--- config.mk ---
export PLATFORM = sky130hd
export DESIGN_NAME = time_display_scan_flat
export DESIGN_NICKNAME = d
export VERILOG_FILES = /design/src/rtl/time_display_scan_if.sv /design/src/rtl/time_display_scan.sv /design/src/flat_wrapper.sv
export SDC_FILE = /design/constraint.sdc
export NUM_CORES = 1
export LEC_CHECK = 0
export CAP_MARGIN = 20
export CORE_ASPECT_RATIO = 1.75
export CORE_MARGIN = 1.5
export CORE_UTILIZATION = 45
export DETAILED_ROUTE_END_ITERATION = 8
export HOLD_SLACK_MARGIN = 0.08
export PLACE_DENSITY = 0.66
export SYNTH_ARGS = -nofsm -noshare
export SYNTH_HDL_FRONTEND = slang
export SYNTH_SLANG_ARGS = --single-unit
export TNS_END_PERCENT = 100
--- constraint.sdc ---
create_clock -name clk -period 6.4 [get_ports clk]
set_input_delay 0.96 -clock clk [delete_from_list [all_inputs] [get_ports clk]]
set_output_delay 0.96 -clock clk [all_outputs]
set_load 0.01 [all_outputs]
--- src/rtl/time_display_scan_if.sv ---
// Digit inputs and display pin bundle for the time display scanner.
// Master drives the BCD digits and blink mask; slave drives the display pins.
interface time_display_scan_if;
  logic [3:0] hr_tens;
  logic [3:0] hr_ones;
  logic [3:0] min_tens;
  logic [3:0] min_ones;
  logic [3:0] blink_mask;
  logic [3:0] an_n;
  logic [6:0] seg_n;
  logic       dp_n;

  modport master (
    output hr_tens, hr_ones, min_tens, min_ones, blink_mask,
    input  an_n, seg_n, dp_n
  );

  modport slave (
    input  hr_tens, hr_ones, min_tens, min_ones, blink_mask,
    output an_n, seg_n, dp_n
  );
endinterface

--- src/rtl/time_display_scan.sv ---
// Four-digit multiplexed seven-segment scanner with frame snapshot, LZ blanking, blink and colon.
// Outputs registered, 1-cycle latency from scan state; free-running with no backpressure.
module time_display_scan #(
  parameter int REFRESH_DIV  = 50000,
  parameter int BLINK_FRAMES = 125,
  parameter bit LZ_BLANK     = 1'b1
) (
  input  logic               clk,
  input  logic               reset_n,
  time_display_scan_if.slave bus
);
  localparam int CW = (REFRESH_DIV > 2) ? $clog2(REFRESH_DIV) : 1;
  localparam int BW = (BLINK_FRAMES > 2) ? $clog2(BLINK_FRAMES) : 1;
  localparam logic [CW-1:0] CNT_LAST   = CW'(REFRESH_DIV - 1);
  localparam logic [BW-1:0] BLINK_LAST = BW'(BLINK_FRAMES - 1);

  logic [CW-1:0] r_cnt;
  logic [1:0]    r_idx;
  logic [BW-1:0] r_bcnt;
  logic          r_blink_on;
  logic [3:0]    r_snap [4];
  logic [3:0]    r_snap_mask;
  logic [3:0]    r_an_n;
  logic [6:0]    r_seg_n;
  logic          r_dp_n;

  logic          w_slot_end;
  logic          w_frame_end;
  logic [3:0]    w_digit;
  logic          w_blank;

  function automatic logic [6:0] f_decode(input logic [3:0] d);
    logic [6:0] s;
    case (d)
      4'd0:    s = 7'b1000000;
      4'd1:    s = 7'b1111001;
      4'd2:    s = 7'b0100100;
      4'd3:    s = 7'b0110000;
      4'd4:    s = 7'b0011001;
      4'd5:    s = 7'b0010010;
      4'd6:    s = 7'b0000010;
      4'd7:    s = 7'b1111000;
      4'd8:    s = 7'b0000000;
      4'd9:    s = 7'b0010000;
      default: s = 7'b0111111;
    endcase
    return s;
  endfunction

  always_comb begin
    w_slot_end  = (r_cnt == CNT_LAST);
    w_frame_end = w_slot_end && (r_idx == 2'd3);
    w_digit     = r_snap[r_idx];
    w_blank     = (r_snap_mask[r_idx] && !r_blink_on) ||
                  (LZ_BLANK && (r_idx == 2'd3) && (w_digit == 4'd0));
  end

  always_ff @(posedge clk or negedge reset_n) begin
    if (!reset_n) begin
      r_cnt       <= '0;
      r_idx       <= 2'd0;
      r_bcnt      <= '0;
      r_blink_on  <= 1'b1;
      r_snap_mask <= 4'd0;
      for (int i = 0; i < 4; i++) r_snap[i] <= 4'd0;
      r_an_n      <= 4'b1111;
      r_seg_n     <= 7'h7F;
      r_dp_n      <= 1'b1;
    end else begin
      r_cnt <= w_slot_end ? '0 : r_cnt + 1'b1;
      if (w_slot_end) r_idx <= r_idx + 2'd1;

      // Snapshot and blink phase change together so a frame never mixes old and new state.
      if (w_frame_end) begin
        r_snap[0]   <= bus.min_ones;
        r_snap[1]   <= bus.min_tens;
        r_snap[2]   <= bus.hr_ones;
        r_snap[3]   <= bus.hr_tens;
        r_snap_mask <= bus.blink_mask;
        if (r_bcnt == BLINK_LAST) begin
          r_bcnt     <= '0;
          r_blink_on <= ~r_blink_on;
        end else begin
          r_bcnt <= r_bcnt + 1'b1;
        end
      end

      // First cycle of each slot keeps all anodes off to hide segment transitions.
      r_an_n  <= (r_cnt == '0) ? 4'b1111 : ~(4'b0001 << r_idx);
      r_seg_n <= w_blank ? 7'h7F : f_decode(w_digit);
      r_dp_n  <= ~((r_idx == 2'd2) && r_blink_on);
    end
  end

  assign bus.an_n  = r_an_n;
  assign bus.seg_n = r_seg_n;
  assign bus.dp_n  = r_dp_n;
endmodule

--- src/flat_wrapper.sv ---
// flat-port wrapper written by rule: the top's interface ports become plain ports
module time_display_scan_flat 
#(
  parameter int REFRESH_DIV  = 50000,
  parameter int BLINK_FRAMES = 125,
  parameter bit LZ_BLANK     = 1'b1
)
  (clk, reset_n, bus_hr_tens, bus_hr_ones, bus_min_tens, bus_min_ones, bus_blink_mask, bus_an_n, bus_seg_n, bus_dp_n);
  time_display_scan_if bus_i ();
  input  logic clk;
  input  logic reset_n;
  input wire logic [$bits(bus_i.hr_tens)-1:0] bus_hr_tens;
  input wire logic [$bits(bus_i.hr_ones)-1:0] bus_hr_ones;
  input wire logic [$bits(bus_i.min_tens)-1:0] bus_min_tens;
  input wire logic [$bits(bus_i.min_ones)-1:0] bus_min_ones;
  input wire logic [$bits(bus_i.blink_mask)-1:0] bus_blink_mask;
  output wire logic [$bits(bus_i.an_n)-1:0] bus_an_n;
  output wire logic [$bits(bus_i.seg_n)-1:0] bus_seg_n;
  output wire logic [$bits(bus_i.dp_n)-1:0] bus_dp_n;
  assign bus_i.hr_tens = bus_hr_tens;
  assign bus_i.hr_ones = bus_hr_ones;
  assign bus_i.min_tens = bus_min_tens;
  assign bus_i.min_ones = bus_min_ones;
  assign bus_i.blink_mask = bus_blink_mask;
  assign bus_an_n = bus_i.an_n;
  assign bus_seg_n = bus_i.seg_n;
  assign bus_dp_n = bus_i.dp_n;
  time_display_scan #(.REFRESH_DIV(REFRESH_DIV), .BLINK_FRAMES(BLINK_FRAMES), .LZ_BLANK(LZ_BLANK)) u_core (.clk(clk), .reset_n(reset_n), .bus(bus_i));
endmodule
==> key figures <==
Detailed routing
  • DRC violations left: 0
  • Avg WL per Cell: 15.2 µm
  • DR pass1 iterations: 4
  • Avg Vias per Cell: 5.30
  • Vias after detailed routing: 1881
  • Final wirelength: 5410 µm
  • Drt initial violations: 50
  • Routed Antenna Nets: 0

STA
  • RSZ-0062 raised after global routing: false
  • Setup Skew: 0.00962 ns
  • Endpoints failing hold: 0
  • Slew @ Worst Pin: 0.729 ns
  • Total negative slack: 0 ns
  • Final setup vio count: 0
  • Worst Slack Setup Final: 4.06 ns
  • Slew Limit Headroom: 0.510
  • Final min period: 2.34 ns
  • FMAX: 427 MHz
  • Max Slew Vio Count: 0
  • Period utilisation layout: 0.366

Floorplan
  • Die X: 63.5 µm
  • DIE AREA: 0.00692 mm²
  • Starting density of the core: 0.467
  • CORE AREA: 0.00618 mm²
  • Site Rows: 38
  • Die Ht: 109 µm
  • IO Count: 34

Setup path
  • CP Buf/Inv Count: 1
  • CP max-delay cell: dfstp_2
  • CP startpoint kind: flip-flop
  • WP data required: 5.44 ns
  • Arrival @ worst endpoint: 1.38 ns
  • Nature of the critical path endpoint: output pin
  • Top Family by Delay on Critical Path: flip-flops
  • Largest stage delay, worst path: 0.52 ns
  • WS Path Type: reg2out
  • CP Max Fanout: 1
  • Crit-path cells: clkdlybuf4s50_1

Clock network
  • CTS tree: built
  • Clock transition at the registers of the reported paths: 0.07 ns
  • CTS buffer count: 9
  • CTS root buf: clkbuf_8
  • Clk buf depth: 2
  • PostCTS Resize Cnt: 0
  • Post-CTS setup buffer count: 0
  • CTS Sinks: 58
  • Hold_buf cts: 0
  • H-tree Lvls: 3
  • Clk Latency, worst-skew pair: 0.34 ns

Synth
  • Synth area leaders: dfrtp_1 39%, dfstp_2 12%, mux2_4 8.3%
  • Fraction of registers with async set/reset: 1.00
  • Yosys reg bits: 58
  • Area share of the largest cell type after synthesis: 0.390
  • Most area-hungry cell type in the Yosys netlist: dfrtp_1
  • Mapped Avg Cell Area: 12.5 µm²
  • Warnings from Yosys: 0
  • Most used DFF post-synth: dfrtp_1
  • Synth cell types: 42
  • Syn nets: 267
  • Synthesized area: 0.00289 mm²
  • Gate Count Post-Synth: 231
  • Sequential share of the synthesized area: 0.508
  • Post-synth EDFFs: 0

Global route
  • Vias in the first global route: 1958
  • Largest net degree at the start of global routing: 59
  • Grt total ovfl: 0
  • First-pass GRT wire length: 9300 µm
  • Initial antenna violation count: 0
  • Gr usage total: 0.180

Final layout
  • P&R area growth vs syn: 19.5%
  • Commonest cells after routing, fill and taps aside: 45 x dfrtp_1, 32 x clkdlybuf4s50_1, 16 x mux2_4, 14 x ha_1, 13 x dfstp_2
  • Final nets: 306
  • N_diodes: 0
  • Commonest non-fill, non-tap cell in the layout: dfrtp_1
  • Share of layout cells above drive strength 1: 0.222

Place
  • DP Worst Slack: 4.10 ns
  • Gpl congestion: 0.850
  • Port Buf Inserts: 33
  • Hpwl dp: 3890 µm

Pwr
  • PwrDens: 210 mW/mm²
  • Pleak: 1.51 nW
  • Max rail drop VDD: 112 µV

Flow run
  • Max Cap Violations: 0

Min path
  • Hold WC Path Type: reg2reg

Run status
  • Outcome: finished, final reports clean
-- per-layer routing --
| layer | up-vias | wire length, µm | GRT usage |
|---|---|---|---|
| met5 | - | 0 | 0 |
| met2 | 31 | 2950 | 0.314 |
| met1 | 927 | 2160 | 0.196 |
| met4 | 0 | 129 | 0.0807 |
| met3 | 11 | 172 | 0.0588 |
| li1 | 912 | - | - |
-- layout make-up --
cell class                 count  area (µm²)
timing repair buffer          34         333
sequential                    58        1470
fill                         533        2730
inverter                      12        45.0
multi-input combinational    155        1330
tap                           80         100
clock buffer                  11         141
clock inverter                 5        30.0
-- worst paths after layout --
| kind | startpoint | endpoint | slack (ns) | depth (start not counted) |
|---|---|---|---|---|
| hold reg to reg | u_core.r_blink_on | u_core.bus.dp_n | 0.47 | 1 |
| setup / recovery | u_core.bus.seg_n[1] | bus_seg_n[1] | 4.06 | 1 |
| min in group asynchronous | reset_n | u_core.r_snap[10] | 0.74 | 2 |
| hold / removal | u_core.r_blink_on | u_core.bus.dp_n | 0.47 | 1 |
| setup reg to reg | u_core.r_cnt[0] | u_core.r_snap[5] | 4.08 | 5 |
| max in group asynchronous | reset_n | u_core.r_cnt[7] | 5.18 | 2 |
-- report_power, final --
group	switching, W	internal (W)	leakage (nW)
registers	0.00000427	0.000378	0.704
logic	0.0000207	0.0000296	0.717
clock network	0.000145	0.000149	0.0851
total	0.000170	0.000557	1.51
-- registers in the layout (all words and copies together), names as in the netlist --
name	count
u_core.bus.dp_n	1
u_core.r_snap_mask	4
u_core.r_bcnt	7
u_core.r_idx	2
u_core.r_blink_on	1
u_core.bus.seg_n	7
u_core.r_snap	16
u_core.bus.an_n	4
u_core.r_cnt	16
-- cells in the mapped netlist, types with 2 or more instances --
cell type,instances
a211oi_1,2
a21boi_0,2
a21oi_1,5
a31oi_1,2
and2_1,5
and4_1,2
buf_2,2
buf_6,2
clkbuf_1,2
dfrtp_1,45
dfstp_2,13
ha_1,14
inv_1,12
mux2_2,4
mux2_4,16
mux4_2,5
nand2_1,11
nand2b_1,2
nand3_1,10
nand4_1,6
nor2_1,11
nor3_1,3
nor4_1,5
nor4_4,2
o2111a_1,2
o21ai_0,11
o21bai_1,2
o31ai_1,5
or3_1,2
or4_4,2
xnor2_1,8
xor2_1,6
-- through the flow --
stage / hold WS (ns) / cell area [µm²] / instances / total power, W / util
finish: 0.473 / 3450 / 355 / 0.000726 / 0.558
global route: 0.501 / 3450 / 355 / 0.000760 / 0.558
CTS: 0.474 / 3450 / 355 / 0.000735 / 0.558
detailed placement: 0.457 / 3280 / 339 / 0.000440 / 0.531
global placement: 0.460 / 3280 / 339 / 0.000439 / 0.531
floorplan: 0.443 / 2890 / 231 / 0.000409 / -
-- cells by family (layout without fill, tap and decap cells) --
group / count (synthesis) / in the layout / share of synthesized area
buf+inv: 18 / 62 / 0.0295
compound gates: 35 / 35 / 0.0798
simple gates: 66 / 66 / 0.138
flops: 58 / 58 / 0.508
mux: 26 / 26 / 0.141
xor+xnor: 14 / 14 / 0.0425
fa+ha+maj: 14 / 14 / 0.0607
No activity file was read; power rests on OpenSTA's default activity.
